`src/rtl/rgb_luma_pkg.sv`:
```
// Shared definitions for the RGB-to-luma pipeline: mode encoding, 8-bit reference
// coefficient sets and width helpers for the product and sum datapaths.
package rgb_luma_pkg;

  typedef enum logic [1:0] {
    MODE_BT601 = 2'd0,
    MODE_BT709 = 2'd1,
    MODE_AVG   = 2'd2,
    MODE_PROG  = 2'd3
  } luma_mode_e;

  // Reference coefficients in Q0.8; each set sums to exactly 256 (1.0).
  localparam int unsigned BT601_R = 77;
  localparam int unsigned BT601_G = 150;
  localparam int unsigned BT601_B = 29;
  localparam int unsigned BT709_R = 54;
  localparam int unsigned BT709_G = 183;
  localparam int unsigned BT709_B = 19;
  localparam int unsigned AVG_R   = 85;
  localparam int unsigned AVG_G   = 85;
  localparam int unsigned AVG_B   = 86;

  function automatic int unsigned prod_w(input int unsigned pix_w, input int unsigned coef_w);
    return pix_w + coef_w + 1;
  endfunction

  function automatic int unsigned sum_w(input int unsigned pix_w, input int unsigned coef_w);
    return prod_w(pix_w, coef_w) + 2;
  endfunction

  function automatic int unsigned scale_coef(input int unsigned c8, input int unsigned coef_w);
    if (coef_w >= 8) return c8 << (coef_w - 8);
    else             return c8 >> (8 - coef_w);
  endfunction

endpackage

```
`src/rtl/luma_pipe_slice.sv`:
```
// One elastic pipeline register: holds a beat plus its valid flag and loads
// whenever it is empty or its current beat moves downstream.
module luma_pipe_slice #(
  parameter int W = 8
) (
  input  logic         clk,
  input  logic         rst,
  input  logic         up_valid,
  input  logic [W-1:0] up_data,
  output logic         up_ready,
  output logic         valid,
  output logic [W-1:0] data,
  input  logic         down_ready
);

  assign up_ready = !valid || down_ready;

  // NOTE: non-blocking assignments so every stage samples its neighbour's pre-edge value.
  always_ff @(posedge clk) begin
    if (rst) begin
      valid <= 1'b0;
      // NOTE: the payload is reset too, so outputs read as zero rather than X after reset.
      data  <= '0;
    end else if (up_ready) begin
      valid <= up_valid;
      if (up_valid) data <= up_data;
    end
  end

endmodule

```
`src/rtl/rgb_to_luma_pipe.sv`:
```
// Three-stage pipelined RGB-to-luma converter with valid/ready flow control and frame sideband.
// Define RGB2Y_ROUND_EN to round half up before the shift; otherwise the result is truncated.
module rgb_to_luma_pipe
  import rgb_luma_pkg::*;
#(
  parameter int PIX_W  = 8,
  parameter int COEF_W = 8
) (
  input  logic              clk,
  input  logic              rst,
  input  logic              in_valid,
  output logic              in_ready,
  input  logic [PIX_W-1:0]  red_i,
  input  logic [PIX_W-1:0]  green_i,
  input  logic [PIX_W-1:0]  blue_i,
  input  logic              sof_i,
  input  logic              eof_i,
  input  logic [1:0]        mode_i,
  input  logic [COEF_W:0]   coef_r_i,
  input  logic [COEF_W:0]   coef_g_i,
  input  logic [COEF_W:0]   coef_b_i,
  output logic              out_valid,
  input  logic              out_ready,
  output logic [PIX_W-1:0]  luma_o,
  output logic              sof_o,
  output logic              eof_o,
  output logic              frame_done_o
);

  localparam int CW = COEF_W + 1;
  localparam int PW = prod_w(PIX_W, COEF_W);
  localparam int SW = sum_w(PIX_W, COEF_W);

  localparam logic [CW-1:0] C601_R = CW'(scale_coef(BT601_R, COEF_W));
  localparam logic [CW-1:0] C601_G = CW'(scale_coef(BT601_G, COEF_W));
  localparam logic [CW-1:0] C601_B = CW'(scale_coef(BT601_B, COEF_W));
  localparam logic [CW-1:0] C709_R = CW'(scale_coef(BT709_R, COEF_W));
  localparam logic [CW-1:0] C709_G = CW'(scale_coef(BT709_G, COEF_W));
  localparam logic [CW-1:0] C709_B = CW'(scale_coef(BT709_B, COEF_W));
  localparam logic [CW-1:0] CAVG_R = CW'(scale_coef(AVG_R, COEF_W));
  localparam logic [CW-1:0] CAVG_G = CW'(scale_coef(AVG_G, COEF_W));
  localparam logic [CW-1:0] CAVG_B = CW'(scale_coef(AVG_B, COEF_W));

  localparam logic [SW-1:0] PIX_MAX = SW'((1 << PIX_W) - 1);
`ifdef RGB2Y_ROUND_EN
  localparam logic [SW-1:0] ROUND_ADD = SW'(1) << (COEF_W - 1);
`else
  localparam logic [SW-1:0] ROUND_ADD = '0;
`endif

  typedef struct packed {
    logic [PIX_W-1:0] r;
    logic [PIX_W-1:0] g;
    logic [PIX_W-1:0] b;
    logic             sof;
    logic             eof;
    logic [CW-1:0]    cr;
    logic [CW-1:0]    cg;
    logic [CW-1:0]    cb;
  } s1_t;

  typedef struct packed {
    logic [PW-1:0] pr;
    logic [PW-1:0] pg;
    logic [PW-1:0] pb;
    logic          sof;
    logic          eof;
  } s2_t;

  typedef struct packed {
    logic [PIX_W-1:0] luma;
    logic             sof;
    logic             eof;
  } s3_t;

  // Coefficient set latched on each accepted start-of-frame beat.
  luma_mode_e    held_mode;
  logic [CW-1:0] held_r, held_g, held_b;

  always_ff @(posedge clk) begin
    if (rst) begin
      held_mode <= MODE_BT601;
      held_r    <= '0;
      held_g    <= '0;
      held_b    <= '0;
    end else if (in_valid && in_ready && sof_i) begin
      held_mode <= luma_mode_e'(mode_i);
      held_r    <= coef_r_i;
      held_g    <= coef_g_i;
      held_b    <= coef_b_i;
    end
  end

  // The sof beat itself already uses the new settings; if it is not accepted
  // this cycle, stage 1 does not load, so the selection is harmless.
  luma_mode_e    cur_mode;
  logic [CW-1:0] sel_r, sel_g, sel_b;
  s1_t           s1_in, s1_q;

  always_comb begin
    // NOTE: every output gets a default first so no path through the case infers a latch.
    cur_mode = sof_i ? luma_mode_e'(mode_i) : held_mode;
    sel_r    = C601_R;
    sel_g    = C601_G;
    sel_b    = C601_B;
    case (cur_mode)
      MODE_BT601: begin sel_r = C601_R; sel_g = C601_G; sel_b = C601_B; end
      MODE_BT709: begin sel_r = C709_R; sel_g = C709_G; sel_b = C709_B; end
      MODE_AVG:   begin sel_r = CAVG_R; sel_g = CAVG_G; sel_b = CAVG_B; end
      MODE_PROG: begin
        sel_r = sof_i ? coef_r_i : held_r;
        sel_g = sof_i ? coef_g_i : held_g;
        sel_b = sof_i ? coef_b_i : held_b;
      end
      default: ;
    endcase
    s1_in = '{r: red_i, g: green_i, b: blue_i, sof: sof_i, eof: eof_i,
              cr: sel_r, cg: sel_g, cb: sel_b};
  end

  logic s1_valid, s2_valid, s2_ready, s3_ready;
  s2_t  s2_in, s2_q;
  s3_t  s3_in, s3_q;

  luma_pipe_slice #(.W($bits(s1_t))) u_s1 (
    .clk        (clk),
    .rst        (rst),
    .up_valid   (in_valid),
    .up_data    (s1_in),
    .up_ready   (in_ready),
    .valid      (s1_valid),
    .data       (s1_q),
    .down_ready (s2_ready)
  );

  always_comb begin
    s2_in.pr  = PW'(s1_q.r) * PW'(s1_q.cr);
    s2_in.pg  = PW'(s1_q.g) * PW'(s1_q.cg);
    s2_in.pb  = PW'(s1_q.b) * PW'(s1_q.cb);
    s2_in.sof = s1_q.sof;
    s2_in.eof = s1_q.eof;
  end

  luma_pipe_slice #(.W($bits(s2_t))) u_s2 (
    .clk        (clk),
    .rst        (rst),
    .up_valid   (s1_valid),
    .up_data    (s2_in),
    .up_ready   (s2_ready),
    .valid      (s2_valid),
    .data       (s2_q),
    .down_ready (s3_ready)
  );

  logic [SW-1:0] sum, shifted;

  always_comb begin
    sum       = SW'(s2_q.pr) + SW'(s2_q.pg) + SW'(s2_q.pb) + ROUND_ADD;
    shifted   = sum >> COEF_W;
    s3_in.sof = s2_q.sof;
    s3_in.eof = s2_q.eof;
    if (shifted > PIX_MAX) s3_in.luma = '1;
    else                   s3_in.luma = shifted[PIX_W-1:0];
  end

  luma_pipe_slice #(.W($bits(s3_t))) u_s3 (
    .clk        (clk),
    .rst        (rst),
    .up_valid   (s2_valid),
    .up_data    (s3_in),
    .up_ready   (s3_ready),
    .valid      (out_valid),
    .data       (s3_q),
    .down_ready (out_ready)
  );

  assign luma_o       = s3_q.luma;
  assign sof_o        = s3_q.sof;
  assign eof_o        = s3_q.eof;
  assign frame_done_o = out_valid && out_ready && s3_q.eof;

endmodule
```
`config.mk`:
```
export PLATFORM = sky130hd
export DESIGN_NAME = rgb_to_luma_pipe
export DESIGN_NICKNAME = d
export VERILOG_FILES = /design/src/rtl/rgb_luma_pkg.sv /design/src/rtl/luma_pipe_slice.sv /design/src/rtl/rgb_to_luma_pipe.sv
export SDC_FILE = /design/constraint.sdc
export NUM_CORES = 1
export LEC_CHECK = 0
export CORE_MARGIN = 2
export CORE_UTILIZATION = 50
export DETAILED_ROUTE_END_ITERATION = 10
export DONT_BUFFER_PORTS = 1
export MAX_ROUTING_LAYER = met4
export PLACE_DENSITY = 0.75
export SYNTH_ARGS = -nofsm -noshare
export SYNTH_HDL_FRONTEND = slang
export SYNTH_SLANG_ARGS = --single-unit
```
`constraint.sdc`:
```
create_clock -name clk -period 5.7 [get_ports clk]
set_input_delay 0.57 -clock clk [delete_from_list [all_inputs] [get_ports clk]]
set_output_delay 0.57 -clock clk [all_outputs]
set_load 0.01 [all_outputs]
```
======== After elaboration in Yosys (flattened, before gate mapping) ========
Index checks and enable logic that the tools add are counted.
operators by class
  add/subtract/negate cells ............... 2
  $mul .................................... 3
  order comparisons ....................... 1
  equality and inequality tests ........... 3
  muxes and demuxes ....................... 8
  reduce and logical (&&, ||, !) cells .... 14
operators with widths
  cell                                                 count
  case mux 9 bit (4 select lines)                      3
  multiplier 8 x 9 -> 17 bit                           3
  two-way mux 9 bit                                    3
  adder 18 x 17 -> 19 bit                              1
  adder 17 x 17 -> 18 bit                              1
  > comparator 11 x 8 -> 1 bit, second input constant  1
  two-way mux 8 bit                                    1
  AND reduction 2 bit                                  3
  equality test 2 bit, second input constant           2
  logical AND 1 bit                                    4
  logical NOT 1 bit                                    3
  logical OR 1 bit                                     3
  equality test 2 x 1 -> 1 bit, second input constant  1
  logical NOT 2 bit                                    1
  two-way mux 2 bit                                    1
storage, ports and cells
  flip-flop bits (word level) ............. 148
  output and inout bits ................... 13
  logic and storage cells ................. 41

======== Longest topological paths before layout ========
  depth in word-level cells ............... 6
  mapped depth ............................ 19

======== By module ========
From an unflattened synthesis, not the netlist that was laid out.
unflattened totals
  cells, all modules ...................... 1,649
  area total of the unflattened synthesis .. 14,884.3 sq um
modules (own cells, without submodules)
  module                       times used  cells an instance  area an instance (sq um)  seq. area each (sq um)
  rgb_to_luma_pipe             1           1,108              9,245.1                   580.6
  luma_pipe_slice at u_s1 ...  2           246                2,567.5                   1,081.0
  luma_pipe_slice at u_s3      1           49                 504.2                     220.2

======== Worst setup path before layout ========
Ideal clock, no wire load.
  path kind ............................... reg-to-reg
  start point ............................. reg u_s1.data[36]
  end point ............................... reg u_s2.data[18]
  data arrival time ....................... 4.538 ns
  data required time ...................... 5.613 ns
  setup slack ............................. 1.075 ns
  cell stages (with the launch flop) ...... 19
  path buffers ............................ 1
  period minus slack after synthesis ...... 4.625 ns
  cells stage by stage .................... dfxtp_1 > clkbuf_1 > nand2_1 > fa_1 > fa_1 > inv_1 > fa_1 > inv_1 > fa_1 > inv_1 > ha_1 > nand3_1 > o211ai_1 > a2111oi_0 > o21ai_0 > a211oi_1 > nor2_1 > and3_1 > o31ai_1
on the way
  longest elaborated chain between the ends .. 1
ends and longest elaborated chain
  what                        RTL line                 RTL
  start, declared             luma_pipe_slice.sv:12    output logic [W-1:0] data,
  start signal, assigned      luma_pipe_slice.sv:26    if (up_valid) data <= up_data;
  multiplier 8 x 9 -> 17 bit  rgb_to_luma_pipe.sv:139  s2_in.pb = PW'(s1_q.b) * PW'(s1_q.cb);
  end signal, assigned        luma_pipe_slice.sv:26
  end, declared               luma_pipe_slice.sv:12
No other way between the ends.
A chain may end at the register's enable or synchronous reset.

======== Worst setup path in the final report ========
  start point ............................. reg u_s1.data[0]
  end point ............................... reg u_s2.data[18]
Same word-level chain as after synthesis.

==> results.md <==
* Drt wl/cell at 15.6 um
* Nets at 1,869
* Final worst setup slack at 0.801 ns
* Cells after Synth at 1,575
* RR Startpoint: u_s1.data[0]
* Slew HR at 28.1%
* Hold buffer count at CTS at 0
* Worst EP arrival at 5.22 ns
* Starting Density at 51.1%
* Worst EP required at 6.02 ns
* CTS Buf Count at 17
* Setup crit end: u_s2.data[18]
* Kind of end point of the critical path: flop
* # Post-CTS Setup Buffers at 0
* Port Buffers at 0
* Fin. Hold Viols at 0
* Die span in y at 167 um
* Drt pass-1 iters at 8
* Sequential area share after synthesis at 22.2%
* Die Span X at 167 um
* Htree depth at 4
* Layout Cells excl Fill at 1,889
* Total power at 2.64 mW
* Kind of critical path: flop to flop
* Post-synthesis cell type count at 61
* Placed cell count at 1,857
* Max rail drop VDD at 0.000182 V
* Final slew viol count at 0
* Grt total ovfl at 0
* Routed WL at 29,400 um
* Status: finished, violations left
* Worst Skew at 0.0157 ns
* Antenna violations before repair at 0
* Vias in the first global route at 10,282
* P_leak at 6.79 nW
* Ys Warns at 0
* Avg Synthesized Cell Area at 8.48 um2
* Routed Antenna Nets at 0
* Area delta synth->final at 6.38%
* Slew @ Worst Pin at 1.08 ns
* Fin crit share at 85.9%
* R2R Path End: u_s2.data[18]
* First-pass GRT wire length at 49,600 um
* Synth Register Bits at 148
* Hold Crit Class: primary input to flop
* Reg2reg path depth at 17
* Boundary pin count at 72
* Clock Latency Late Sink at 0.44 ns
* Final min period at 4.90 ns
* Share of cells above drive strength 1 at 3.22%
* R2r setup slk at 0.80 ns
* Routability cong. at 0.858
* Crit path max fanout at 9
* Clock transition at path regs at 0.07 ns
* Most used DFF post-synth: dfxtp_1
* Resized cells post-CTS at 0
* Inserted Diodes at 0
* Total number of vias at 10,123
* Post-synth ARST share at 0%
* Crit path from: u_s1.data[0]
* Pre-CTS setup slack at 0.808 ns
* Core area at 0.0261 mm2
* DRC at 1
* Global Route Usage Sum at 22.1%
* Max Buffers Root-to-Sink at 2
* Startpoint Class: flop
* Hold Path Origin: rst
* CTS tree: done
* Clk sink count at 148
* Setup_tns at 0 ns
* Fmax at 204 MHz
* Row cnt at 59
* Final HPWL DP at 22,900 um
* Max Cap Viol at 0
* Die ar. at 0.0280 mm2
* Pin count of the biggest net entering global routing at 144
* Setup violators final at 0
* Vias/cell at 5.36
* Root Buffer: clkbuf_16
* Post-synthesis net count at 1,903
* Initial DRC count at 621
* RSZ-0062 raised after global routing: no
* Mapped cell area at 0.0134 mm2
* P per Cell Area at 186 mW/mm2
* Failing checks: design-rule violations
* Post-synth EDFFs at 0
==> logic make-up (layout without fill, tap and decap cells) <==
family | Yosys count | after routing | synth area share (%)
DFF | 148 | 148 | 22.2
adders and majority gates | 269 | 269 | 33.2
xor gates and xnor gates | 28 | 28 | 1.84
AOI/OAI and AO/OA | 268 | 268 | 12.3
buffers and inverters | 264 | 243 | 7.45
muxes | 35 | 35 | 2.64
and+or+nand+nor | 563 | 563 | 20.4
==> Yosys cell counts, types with 3 or more instances <==
library cell / instances / area share [%]
xnor2_1: 19 / 1.2
a311oi_1: 4 / 0.26
or3_1: 9 / 0.42
mux2i_1: 33 / 2.5
dfxtp_1: 148 / 22
o21a_1: 12 / 0.67
nor2_1: 71 / 2.0
nand2b_1: 9 / 0.42
a211oi_1: 23 / 1.3
o211ai_1: 7 / 0.39
o31ai_1: 3 / 0.17
a21oi_1: 141 / 5.3
nand2_1: 232 / 6.5
xor2_1: 9 / 0.59
o21ai_0: 30 / 1.1
ha_1: 127 / 12
and2_1: 185 / 8.7
and3_1: 3 / 0.14
o41ai_1: 6 / 0.39
a21boi_1: 3 / 0.17
nand3_1: 17 / 0.64
o21bai_1: 3 / 0.17
a21oi_2: 3 / 0.20
buf_1: 4 / 0.11
a22o_1: 4 / 0.26
fa_1: 142 / 21
buf_2: 3 / 0.11
clkbuf_1: 51 / 1.4
nor3_1: 22 / 0.82
nor2b_1: 6 / 0.28
inv_1: 206 / 5.8
==> layout by cell type (no fill, tap or decap), drive strengths merged, types with 3 or more instances in the layout <==
| master | n |
|---|---|
| a22o | 4 |
| and2 | 185 |
| xor2 | 9 |
| dfxtp | 148 |
| o21ai | 32 |
| and3 | 3 |
| o41ai | 7 |
| xnor2 | 19 |
| o21a | 12 |
| o211ai | 7 |
| a311oi | 4 |
| a21oi | 144 |
| nor3 | 22 |
| fa | 142 |
| mux2i | 33 |
| inv | 213 |
| or3 | 9 |
| nor2 | 71 |
| nand3 | 18 |
| o21bai | 3 |
| clkinv | 3 |
| clkbuf | 18 |
| a21boi | 5 |
| buf | 5 |
| a211oi | 23 |
| a21o | 3 |
| nand2 | 232 |
| o31ai | 3 |
| nor2b | 6 |
| ha | 127 |
| nand2b | 9 |
==> sequential cells by signal (all words and copies together) (netlist names) <==
register    count
u_s1.data      53
u_s2.data      53
u_s3.data      10
held_b          9
held_g          9
held_r          9
held_mode       2
u_s1.valid      1
u_s2.valid      1
u_s3.valid      1
==> stage by stage <==
step | hold slack, ns | cell area (um2) | util, %
floorplan | 0.420 | 13400 | -
global placement | 0.439 | 13600 | 52.1
detailed placement | 0.443 | 13600 | 52.1
CTS | 0.219 | 14200 | 54.4
global route | 0.201 | 14200 | 54.4
finish | 0.209 | 14200 | 54.4
==> routing by layer <==
metal	wire [um]	up-vias	GRT usage (%)
met3	1270	42	2.93
li1	-	5037	-
met1	14100	4808	30.1
met4	648	0	6.28
met5	0	-	-
met2	13400	236	34.9
==> worst min-delay path by stage <==
stage / end / slack (ns) / cells past startpoint
global route: u_s3.data[3] / 0.20 / 1
floorplan: u_s2.data[16] / 0.42 / 2
finish: u_s3.data[8] / 0.21 / 1
CTS: u_s3.data[8] / 0.22 / 1
global placement: held_b[3] / 0.44 / 2
detailed placement: held_b[8] / 0.44 / 2
==> power by group <==
group | switching [mW] | total, mW | internal [mW] | leakage (nW)
logic | 0.189 | 0.327 | 0.138 | 5.30
registers | 0.0651 | 1.14 | 1.08 | 1.21
clock network | 0.508 | 1.17 | 0.661 | 0.288
total | 0.762 | 2.64 | 1.88 | 6.79
==> worst max-delay path: stages (launching register included) <==
cell	delay, ns
dfxtp_1	0.47
nand2_1	0.12
fa_1	0.51
fa_1	0.56
inv_1	0.06
fa_1	0.52
inv_1	0.06
fa_1	0.54
inv_1	0.05
ha_1	0.34
nand3_1	0.09
o211ai_1	0.12
a2111oi_0	0.38
o21ai_0	0.23
a211oi_1	0.27
nor2_1	0.10
nor4_1	0.24
o31ai_1	0.11
==> cell type report <==
class / instances / area [um2]
flip-flops and latches: 148 / 2960
inverters: 206 / 773
clock inverters: 14 / 170
multi-input cells: 1163 / 9420
repair buffers: 5 / 37.5
well taps: 335 / 419
clock buffers: 18 / 429
fillers: 2383 / 11900
No activity file was read; power rests on OpenSTA's default activity.
